[src/rtl/imm_gen_pipe_if.sv]
`default_nettype none
// ============================================================================
// Module   : imm_gen_pipe_if
// Brief    : Input/output valid-ready channels of the immediate generator.
// Revision : 1.0
// ============================================================================
interface imm_gen_pipe_if #(
    parameter int XLEN = 32
);
    logic            in_valid;
    logic            in_ready;
    logic [31:0]     in_inst;
    logic [XLEN-1:0] in_pc;
    logic            out_valid;
    logic            out_ready;
    logic [XLEN-1:0] out_imm;
    logic [2:0]      out_fmt;
    logic [XLEN-1:0] out_target;

    // Producer of instructions and consumer of results
    modport master (
        output in_valid, in_inst, in_pc, out_ready,
        input  in_ready, out_valid, out_imm, out_fmt, out_target
    );

    modport slave (
        input  in_valid, in_inst, in_pc, out_ready,
        output in_ready, out_valid, out_imm, out_fmt, out_target
    );
endinterface
`default_nettype wire

[src/rtl/imm_gen_pipe.sv]
`default_nettype none
// ============================================================================
// Module   : imm_gen_pipe
// Brief    : Registered immediate generator with format code, PC-relative
//            target and a two-entry skid buffer. Define IMM_GEN_RVC_EN to
//            decode compressed (16-bit) encodings.
// Revision : 1.0
// ============================================================================
module imm_gen_pipe #(
    parameter int XLEN = 32
) (
    input  wire logic     clk,
    input  wire logic     rst,
    imm_gen_pipe_if.slave bus
);
    localparam logic [6:0] c_op_load   = 7'b0000011;
    localparam logic [6:0] c_op_jalr   = 7'b1100111;
    localparam logic [6:0] c_op_imm    = 7'b0010011;
    localparam logic [6:0] c_op_store  = 7'b0100011;
    localparam logic [6:0] c_op_branch = 7'b1100011;
    localparam logic [6:0] c_op_lui    = 7'b0110111;
    localparam logic [6:0] c_op_auipc  = 7'b0010111;
    localparam logic [6:0] c_op_jal    = 7'b1101111;

    localparam logic [2:0] c_fmt_none  = 3'd0;
    localparam logic [2:0] c_fmt_i     = 3'd1;
    localparam logic [2:0] c_fmt_s     = 3'd2;
    localparam logic [2:0] c_fmt_b     = 3'd3;
    localparam logic [2:0] c_fmt_u     = 3'd4;
    localparam logic [2:0] c_fmt_j     = 3'd5;
    localparam logic [2:0] c_fmt_shamt = 3'd6;

    logic [31:0]     w_inst;
    logic [31:0]     w_imm32;
    logic [2:0]      w_fmt;
    logic            w_is_auipc;
    logic [XLEN-1:0] w_imm;
    logic [XLEN-1:0] w_target;
    logic            w_accept;
    logic            w_out_free;

    logic            r_out_valid;
    logic [XLEN-1:0] r_out_imm;
    logic [2:0]      r_out_fmt;
    logic [XLEN-1:0] r_out_target;
    logic            r_skid_valid;
    logic [XLEN-1:0] r_skid_imm;
    logic [2:0]      r_skid_fmt;
    logic [XLEN-1:0] r_skid_target;

    assign w_inst = bus.in_inst;

    // Every immediate fits in 32 bits (shamt and zero-extended forms are
    // non-negative), so one sign extension to XLEN covers all formats.
    always_comb begin
        w_imm32    = '0;
        w_fmt      = c_fmt_none;
        w_is_auipc = 1'b0;
        if (w_inst[1:0] == 2'b11) begin
            case (w_inst[6:0])
                c_op_load, c_op_jalr: begin
                    w_fmt   = c_fmt_i;
                    w_imm32 = {{20{w_inst[31]}}, w_inst[31:20]};
                end
                c_op_imm: begin
                    if (w_inst[13:12] == 2'b01) begin
                        w_fmt = c_fmt_shamt;
                        if (XLEN == 64)
                            w_imm32 = {26'b0, w_inst[25:20]};
                        else
                            w_imm32 = {27'b0, w_inst[24:20]};
                    end else begin
                        w_fmt   = c_fmt_i;
                        w_imm32 = {{20{w_inst[31]}}, w_inst[31:20]};
                    end
                end
                c_op_store: begin
                    w_fmt   = c_fmt_s;
                    w_imm32 = {{20{w_inst[31]}}, w_inst[31:25], w_inst[11:7]};
                end
                c_op_branch: begin
                    w_fmt   = c_fmt_b;
                    w_imm32 = {{19{w_inst[31]}}, w_inst[31], w_inst[7],
                               w_inst[30:25], w_inst[11:8], 1'b0};
                end
                c_op_lui, c_op_auipc: begin
                    w_fmt      = c_fmt_u;
                    w_is_auipc = (w_inst[6:0] == c_op_auipc);
                    w_imm32    = {w_inst[31:12], 12'b0};
                end
                c_op_jal: begin
                    w_fmt   = c_fmt_j;
                    w_imm32 = {{11{w_inst[31]}}, w_inst[31], w_inst[19:12],
                               w_inst[20], w_inst[30:21], 1'b0};
                end
                default: begin
                    w_fmt   = c_fmt_none;
                    w_imm32 = '0;
                end
            endcase
        end
`ifdef IMM_GEN_RVC_EN
        else begin
            // Compressed: selected by {funct3, quadrant}
            case ({w_inst[15:13], w_inst[1:0]})
                5'b000_01, 5'b010_01: begin
                    w_fmt   = c_fmt_i;
                    w_imm32 = {{26{w_inst[12]}}, w_inst[12], w_inst[6:2]};
                end
                5'b010_00: begin
                    w_fmt   = c_fmt_i;
                    w_imm32 = {25'b0, w_inst[5], w_inst[12:10], w_inst[6], 2'b0};
                end
                5'b110_00: begin
                    w_fmt   = c_fmt_s;
                    w_imm32 = {25'b0, w_inst[5], w_inst[12:10], w_inst[6], 2'b0};
                end
                5'b110_01, 5'b111_01: begin
                    w_fmt   = c_fmt_b;
                    w_imm32 = {{23{w_inst[12]}}, w_inst[12], w_inst[6:5], w_inst[2],
                               w_inst[11:10], w_inst[4:3], 1'b0};
                end
                5'b101_01, 5'b001_01: begin
                    // funct3 001 is C.ADDIW on RV64, not C.JAL
                    if (w_inst[15:13] == 3'b101 || XLEN == 32) begin
                        w_fmt   = c_fmt_j;
                        w_imm32 = {{20{w_inst[12]}}, w_inst[12], w_inst[8],
                                   w_inst[10:9], w_inst[6], w_inst[7], w_inst[2],
                                   w_inst[11], w_inst[5:3], 1'b0};
                    end
                end
                default: begin
                    w_fmt   = c_fmt_none;
                    w_imm32 = '0;
                end
            endcase
        end
`endif
    end

    assign w_imm    = XLEN'($signed(w_imm32));
    assign w_target = (w_fmt == c_fmt_b || w_fmt == c_fmt_j || w_is_auipc)
                    ? bus.in_pc + w_imm : '0;

    assign w_accept   = bus.in_valid & bus.in_ready;
    assign w_out_free = ~r_out_valid | bus.out_ready;

    always_ff @(posedge clk) begin
        if (rst) begin
            r_out_valid   <= 1'b0;
            r_out_imm     <= '0;
            r_out_fmt     <= c_fmt_none;
            r_out_target  <= '0;
            r_skid_valid  <= 1'b0;
            r_skid_imm    <= '0;
            r_skid_fmt    <= c_fmt_none;
            r_skid_target <= '0;
        end else if (w_out_free) begin
            // Skid entry is older than anything arriving now; it goes first.
            // No accept can coincide with a full skid since in_ready is low.
            if (r_skid_valid) begin
                r_out_valid  <= 1'b1;
                r_out_imm    <= r_skid_imm;
                r_out_fmt    <= r_skid_fmt;
                r_out_target <= r_skid_target;
                r_skid_valid <= 1'b0;
            end else if (w_accept) begin
                r_out_valid  <= 1'b1;
                r_out_imm    <= w_imm;
                r_out_fmt    <= w_fmt;
                r_out_target <= w_target;
            end else begin
                r_out_valid  <= 1'b0;
            end
        end else if (w_accept) begin
            r_skid_valid  <= 1'b1;
            r_skid_imm    <= w_imm;
            r_skid_fmt    <= w_fmt;
            r_skid_target <= w_target;
        end
    end

    assign bus.in_ready   = ~r_skid_valid & ~rst;
    assign bus.out_valid  = r_out_valid;
    assign bus.out_imm    = r_out_imm;
    assign bus.out_fmt    = r_out_fmt;
    assign bus.out_target = r_out_target;
endmodule
`default_nettype wire

[src/flat_wrapper.sv]
// flat-port wrapper written by rule: the top's interface ports become plain ports
module imm_gen_pipe_flat 
#(
    parameter int XLEN = 32
)
  (clk, rst, bus_in_valid, bus_in_inst, bus_in_pc, bus_out_ready, bus_in_ready, bus_out_valid, bus_out_imm, bus_out_fmt, bus_out_target);
  imm_gen_pipe_if #(.XLEN(XLEN)) bus_i ();
  input  wire logic clk;
  input  wire logic rst;
  input wire logic [$bits(bus_i.in_valid)-1:0] bus_in_valid;
  input wire logic [$bits(bus_i.in_inst)-1:0] bus_in_inst;
  input wire logic [$bits(bus_i.in_pc)-1:0] bus_in_pc;
  input wire logic [$bits(bus_i.out_ready)-1:0] bus_out_ready;
  output wire logic [$bits(bus_i.in_ready)-1:0] bus_in_ready;
  output wire logic [$bits(bus_i.out_valid)-1:0] bus_out_valid;
  output wire logic [$bits(bus_i.out_imm)-1:0] bus_out_imm;
  output wire logic [$bits(bus_i.out_fmt)-1:0] bus_out_fmt;
  output wire logic [$bits(bus_i.out_target)-1:0] bus_out_target;
  assign bus_i.in_valid = bus_in_valid;
  assign bus_i.in_inst = bus_in_inst;
  assign bus_i.in_pc = bus_in_pc;
  assign bus_i.out_ready = bus_out_ready;
  assign bus_in_ready = bus_i.in_ready;
  assign bus_out_valid = bus_i.out_valid;
  assign bus_out_imm = bus_i.out_imm;
  assign bus_out_fmt = bus_i.out_fmt;
  assign bus_out_target = bus_i.out_target;
  imm_gen_pipe #(.XLEN(XLEN)) u_core (.clk(clk), .rst(rst), .bus(bus_i));
endmodule
[config.mk]
export PLATFORM = sky130hd
export DESIGN_NAME = imm_gen_pipe_flat
export DESIGN_NICKNAME = d
export VERILOG_FILES = /design/src/rtl/imm_gen_pipe_if.sv /design/src/rtl/imm_gen_pipe.sv /design/src/flat_wrapper.sv
export SDC_FILE = /design/constraint.sdc
export NUM_CORES = 1
export LEC_CHECK = 0
export BUFFER_PORTS_ARGS = -buffer_cell sky130_fd_sc_hd__clkbuf_2
export CAP_MARGIN = 15
export CORE_MARGIN = 2
export CORE_UTILIZATION = 57
export DETAILED_ROUTE_END_ITERATION = 8
export HOLD_SLACK_MARGIN = 0.05
export PLACE_DENSITY_LB_ADDON = 0.08
export SYNTH_ARGS = -nofsm -noshare
export SYNTH_HDL_FRONTEND = slang
export SYNTH_SLANG_ARGS = --single-unit
[constraint.sdc]
create_clock -name clk -period 5.5 [get_ports clk]
set_input_delay 0.825 -clock clk [delete_from_list [all_inputs] [get_ports clk]]
set_output_delay 0.825 -clock clk [all_outputs]
set_load 0.1 [all_outputs]
**Yosys cells after proc, flatten, opt, wreduce, memory -nomap -nowiden**

Cells that the tools add are included.
Widths: inputs -> output; s select.

- Register bits: 136
- Logic and storage cells: 53

- Add/subtract/negate cells: 1
- Eq/ne operators: 12
- Muxes and demuxes: 17
- Bitwise gates (word level): 7
- Reduce and logical (&&, ||, !) cells: 8

Operators with widths:

| kind | count |
|---|---|
| $mux 32 | 7 |
| $pmux 32 s6 | 1 |
| $add 32x32->32 | 1 |
| $eq 7x7->1 const B | 3 |
| $pmux 3 s6 | 1 |
| $eq 7x5->1 const B | 2 |
| $eq 7x6->1 const B | 2 |
| $mux 3 | 4 |
| $eq 7x2->1 const B | 1 |
| $reduce_or 2->1 | 3 |
| $mux 1 | 4 |
| $not 1->1 | 4 |
| $reduce_and 2->1 | 2 |
| $eq 3x2->1 const B | 1 |
| $eq 3x3->1 const B | 1 |
| $and 1x1->1 | 2 |
| $eq 2x1->1 const B | 1 |
| $eq 2x2->1 const B | 1 |
| $logic_or 1x1->1 | 2 |
| $reduce_bool 2->1 | 1 |
| $or 1x1->1 | 1 |

**Longest topological paths before layout**

- Word-level depth: 10
- Depth in mapped cells: 16
- Depth with buffers taken out: 13

**Worst setup path before layout**

OpenSTA, ideal clock, no wires.

- Kind: in2reg
- From: in bus_in_inst[3]
- To: reg u_core.r_out_target[28] (netlist: u_core.bus.out_target[28])
- Arrival: 4176 ps
- Required time: 5420 ps
- Path slack: 1244 ps
- Cell stages on the path: 14
- Path buffers: 1
- Cell sequence: buf_2 -> nor2_1 -> or4b_4 -> a21oi_1 -> o21a_1 -> a21o_1 -> ha_1 -> a21oi_1 -> o21ai_1 -> a2111oi_2 -> a211oi_2 -> o21a_1 -> or4_1 -> a211oi_2

RTL lines:

| item | line | source |
|---|---|---|
| start: declaration | flat_wrapper.sv:11 | `input wire logic [$bits(bus_i.in_inst)-1:0] bus_in_inst;` |
| $eq 7x6->1, or another cell as far along | imm_gen_pipe.sv:60 | `case (w_inst[6:0])` |
| $reduce_or 2->1 | imm_gen_pipe.sv:60 |  |
| $pmux 32 s6 (*) | imm_gen_pipe.sv:60 |  |
| $mux 32 (*) | imm_gen_pipe.sv:59 | `if (w_inst[1:0] == 2'b11) begin` |
| named net u_core.w_imm[13] | imm_gen_pipe.sv:37 | `logic [XLEN-1:0] w_imm;` |
| $add 32x32->32 (*) | imm_gen_pipe.sv:143 | `? bus.in_pc + w_imm : '0;` |
| $mux 32 (*) | imm_gen_pipe.sv:143 |  |
| $mux 32 (*) | imm_gen_pipe.sv:167 | `end else if (w_accept) begin` |
| $mux 32 (*) | imm_gen_pipe.sv:161 | `if (r_skid_valid) begin` |
| end signal: assignment | imm_gen_pipe.sv:165 | `r_out_target <= r_skid_target;` |
| end signal: assignment | imm_gen_pipe.sv:171 | `r_out_target <= w_target;` |
| end: declaration | imm_gen_pipe.sv:45 | `logic [XLEN-1:0] r_out_target;` |

Mark *: on every way through the listed nets, which the timed path passes. The rest lies on a longest branch. The select of a mux whose other input is x is not followed.
A chain may end at the register's enable or synchronous reset.

**Final worst setup path**

Same ends and word-level chain as after synthesis.

==> metrics.log <==
INFO  metric rsz0062_at_grt = no
INFO  metric async_reset_ff_share = 0%
INFO  metric timing.critical_path.cells = clkbuf_2 -> nor2_1 -> or4b_4 -> a21oi_1 -> o21a_1 -> a21o_1 -> ha_1 -> a21oi_1 -> o21ai_1 -> a2111oi_2 -> a211oi_2 -> o21a_1 -> or4_1 -> a211oi_2
INFO  metric start_util = 58.3%
INFO  metric drtAntennaViolNets = 0
INFO  metric cts_inserted_buffers = 17
INFO  metric cts_resized = 0
INFO  metric run_status = finished clean
INFO  metric timing.max_cap.violations = 0
INFO  metric cts_tree = done
INFO  metric ys_top_cells_by_area = dfxtp_1, a21oi_1, nand2_1
INFO  metric finalSetupViolations = 0
INFO  metric die-area = 14400 sq um
INFO  metric gpl.final_weighted_congestion = 0.979
INFO  metric cp_data_required_time = 5.84 ns
INFO  metric count_of_flip_flops_with_a_built_in_enable_after_synthesis = 0
INFO  metric rr_startpoint = u_core.r_skid_valid$_SDFFE_PP0P_
INFO  metric timing.critical_path.to_type = flip-flop
INFO  metric port_buffers = 136
INFO  metric worst_slack = 1.15 ns
INFO  metric final_cell_mix = clkbuf_2, dfxtp_1, nand2_1, a21oi_1, nor2_1
INFO  metric global_route.overflow_total = 0
INFO  metric core = 13200 sq um
INFO  metric end_of_the_worst_register_to_register_path = u_core.r_skid_target[16]$_SDFFE_PP0P_
INFO  metric antennaDiodeCount = 0
INFO  metric max-slew-margin-rel = 29.3%
INFO  metric die_width = 120 um
INFO  metric ios = 137
INFO  metric routedWlPerCell = 17.6 um
INFO  metric hold_path_end = u_core.r_skid_target[30]$_SDFFE_PP0P_
INFO  metric critical_path.startpoint_type = input port
INFO  metric clkLatencyLatePin = 0.42 ns
INFO  metric drive_gt1_share = 17.8%
INFO  metric drt_first_pass_iters = 5
INFO  metric timing.setup.tns = 0 ns
INFO  metric worst_path_buffer_plus_inverter_count = 1
INFO  metric cts_root_buf = clkbuf_16
INFO  metric post_synth_instance_area = 7680 sq um
INFO  metric peakVddDrop = 0.185 mV
INFO  metric hold-path-cell-count = 2
INFO  metric p_per_area = 281 nW/um^2
INFO  metric detailroute.via_count = 7563
INFO  metric path_clk_slew = 0.06 ns
INFO  metric netlist_instances = 980
INFO  metric ys_types = 68
INFO  metric timing.critical_path.arrival = 4.69 ns
INFO  metric grt_pass1_vias = 6838
INFO  metric cts.sinks = 136
INFO  metric reg2reg_slack = 2.59 ns
INFO  metric dominantRegCellSynth = dfxtp_1
INFO  metric leakagePower = 3.89 nW
INFO  metric critical_path_peak_fanout = 9
INFO  metric fill_cells = 1170
INFO  metric die-height = 120 um
INFO  metric totalWireLength = 22200 um
INFO  metric synth_top_area_share = 35.4%
INFO  metric dp_hpwl = 16100 um
INFO  metric hold_violations = 0
INFO  metric clock_tree.buffer_depth = 2
INFO  metric final.period_utilization = 79.0%
INFO  metric place_worst_setup_slack = 0.817 ns
INFO  metric register_area_share_after_synthesis = 35.4%
INFO  metric critPathSlowestCell = or4b_4
INFO  metric critPathTopFamily = compound AO/OA/AOI/OAI gates
INFO  metric global_route.usage.total = 31.2%
INFO  metric area.growth.synth_to_final = 16.6%
INFO  metric postSynthRegisterBits = 136
INFO  metric slew_viol_final = 0
INFO  metric worstSetupPathType = in2reg
INFO  metric post_cts.repair.setup_buffers = 0
INFO  metric remaining_drc_errors = 0
INFO  metric synth_fp_nets = 1080
INFO  metric vias_per_cell = 5.99
INFO  metric cts_hold_buffers = 0
INFO  metric dr.first_iter.drc_count = 587
INFO  metric antenna_found_initial = 0
INFO  metric finish.cell_count_without_fillers = 1263
INFO  metric fp-row-count = 42
INFO  metric maxClockFrequency = 230 MHz
INFO  metric yosysTopAreaCell = dfxtp_1
INFO  metric cts_htree_levels = 4
INFO  metric avgSynthCellArea = 7.84 sq um
INFO  metric skew = 0.00475 ns
INFO  metric global_route_wire_length_before_repair = 35700 um
INFO  metric grt_start_max_net_pins = 70
INFO  metric final.min_clock_period = 4.35 ns
INFO  metric holdCritPathClass = reg2reg
INFO  metric final_net_count = 1174
INFO  metric yosysWarnings = 0
INFO  metric r2r.worst_path.cells = 6
INFO  metric timing.critical_path.slowest_cell_delay = 0.55 ns
INFO  metric place.detailed.instances = 1231
INFO  metric worst_slew_pin_slew = 1.06 ns
INFO  metric hp-start = u_core.r_skid_target[30]$_SDFFE_PP0P_
logic make-up (layout without fill, tap and decap cells):
kind of cell | Yosys count | after routing | synth area share [%]
buffers and inverters | 84 | 191 | 4.18
xor gates and xnor gates | 23 | 23 | 2.62
and+or+nand+nor | 356 | 356 | 21.5
adders and majority gates | 32 | 32 | 5.31
muxes | 24 | 24 | 3.13
AOI/OAI and AO/OA | 325 | 325 | 27.8
DFF | 136 | 136 | 35.4
tightest hold or removal path: stages (launching register included):
cell and delay, ns:
dfxtp_1 0.32, nand2_1 0.05, o31ai_1 0.05
where the power goes:
group	leakage, nW	switching (mW)	internal (mW)
combinational	2.52	0.315	0.0997
clock	0.266	0.453	0.636
sequential	1.10	0.0120	1.01
Yosys cell counts (all sizes together), types with 3 or more instances:
cell type / instances
a22oi: 11
or3: 4
a311oi: 4
and2: 12
xor2: 13
nor2b: 4
xnor2: 10
a41o: 6
o22ai: 4
dfxtp: 136
o211ai: 34
a211oi: 19
a31oi: 6
nand4b: 3
ha: 31
o21a: 5
a22o: 5
inv: 14
o21ai: 46
nand4: 12
nand3: 29
nand2b: 28
nor2: 88
mux2i: 24
clkbuf: 63
o21bai: 6
o31ai: 9
nand2: 133
a21o: 31
a21oi: 114
and3b: 3
buf: 6
and3: 15
nor3: 16
a221oi: 4
stage by stage:
stage / cell area (sq um) / total power [mW] / hold WS (ns) / util, %
finish: 8960 / 2.52 / 0.446 / 68.0
global route: 8960 / 2.61 / 0.470 / 68.0
CTS: 8960 / 2.52 / 0.450 / 68.0
detailed placement: 8400 / 1.45 / 0.437 / 63.7
global placement: 8400 / 1.45 / 0.429 / 63.7
floorplan: 7680 / 1.35 / 0.417 / -
area by class of cell:
| class | count | area [sq um] | share of cell area, % |
|---|---|---|---|
| well taps | 176 | 220 | 2.46 |
| flip-flops and latches | 136 | 2720 | 30.4 |
| clock buffers | 19 | 443 | 4.94 |
| multi-input cells | 760 | 4650 | 51.9 |
| clock inverters | 13 | 123 | 1.37 |
| inverters | 15 | 56.3 | 0.628 |
| repair buffers | 144 | 743 | 8.29 |
registers in the layout, summed over array words and instances (netlist names):
| name | count |
|---|---|
| u_core.bus.out_fmt | 3 |
| u_core.r_skid_imm | 32 |
| u_core.bus.out_target | 32 |
| u_core.r_skid_fmt | 3 |
| u_core.bus.out_imm | 32 |
| u_core.r_skid_target | 32 |
| u_core.bus.out_valid | 1 |
| u_core.r_skid_valid | 1 |
worst max-delay path by stage:
stage	from	to	slack [ns]	cells after the start
floorplan	bus_in_inst[3]	u_core.bus.out_target[28]$_SDFFE_PP0P_	1.24	14
global placement	bus_in_inst[3]	u_core.bus.out_target[28]$_SDFFE_PP0P_	0.89	14
detailed placement	bus_in_inst[3]	u_core.bus.out_target[28]$_SDFFE_PP0P_	0.82	14
CTS	bus_in_inst[3]	u_core.bus.out_target[28]$_SDFFE_PP0P_	1.23	14
global route	bus_in_inst[4]	u_core.bus.out_target[28]$_SDFFE_PP0P_	0.87	13
finish	bus_in_inst[3]	u_core.bus.out_target[28]$_SDFFE_PP0P_	1.15	14
metal layers:
layer / up-vias / share of wire (%) / track usage, % / routed length, um
met2: 275 / 46 / 49.2 / 10100
met3: 43 / 5.8 / 5.51 / 1290
met5: - / 0 / 0 / 0
li1: 3748 / - / - / -
met1: 3497 / 46 / 43.2 / 10200
met4: 0 / 2.4 / 10.1 / 527
Power figures use the tool's default switching activity.
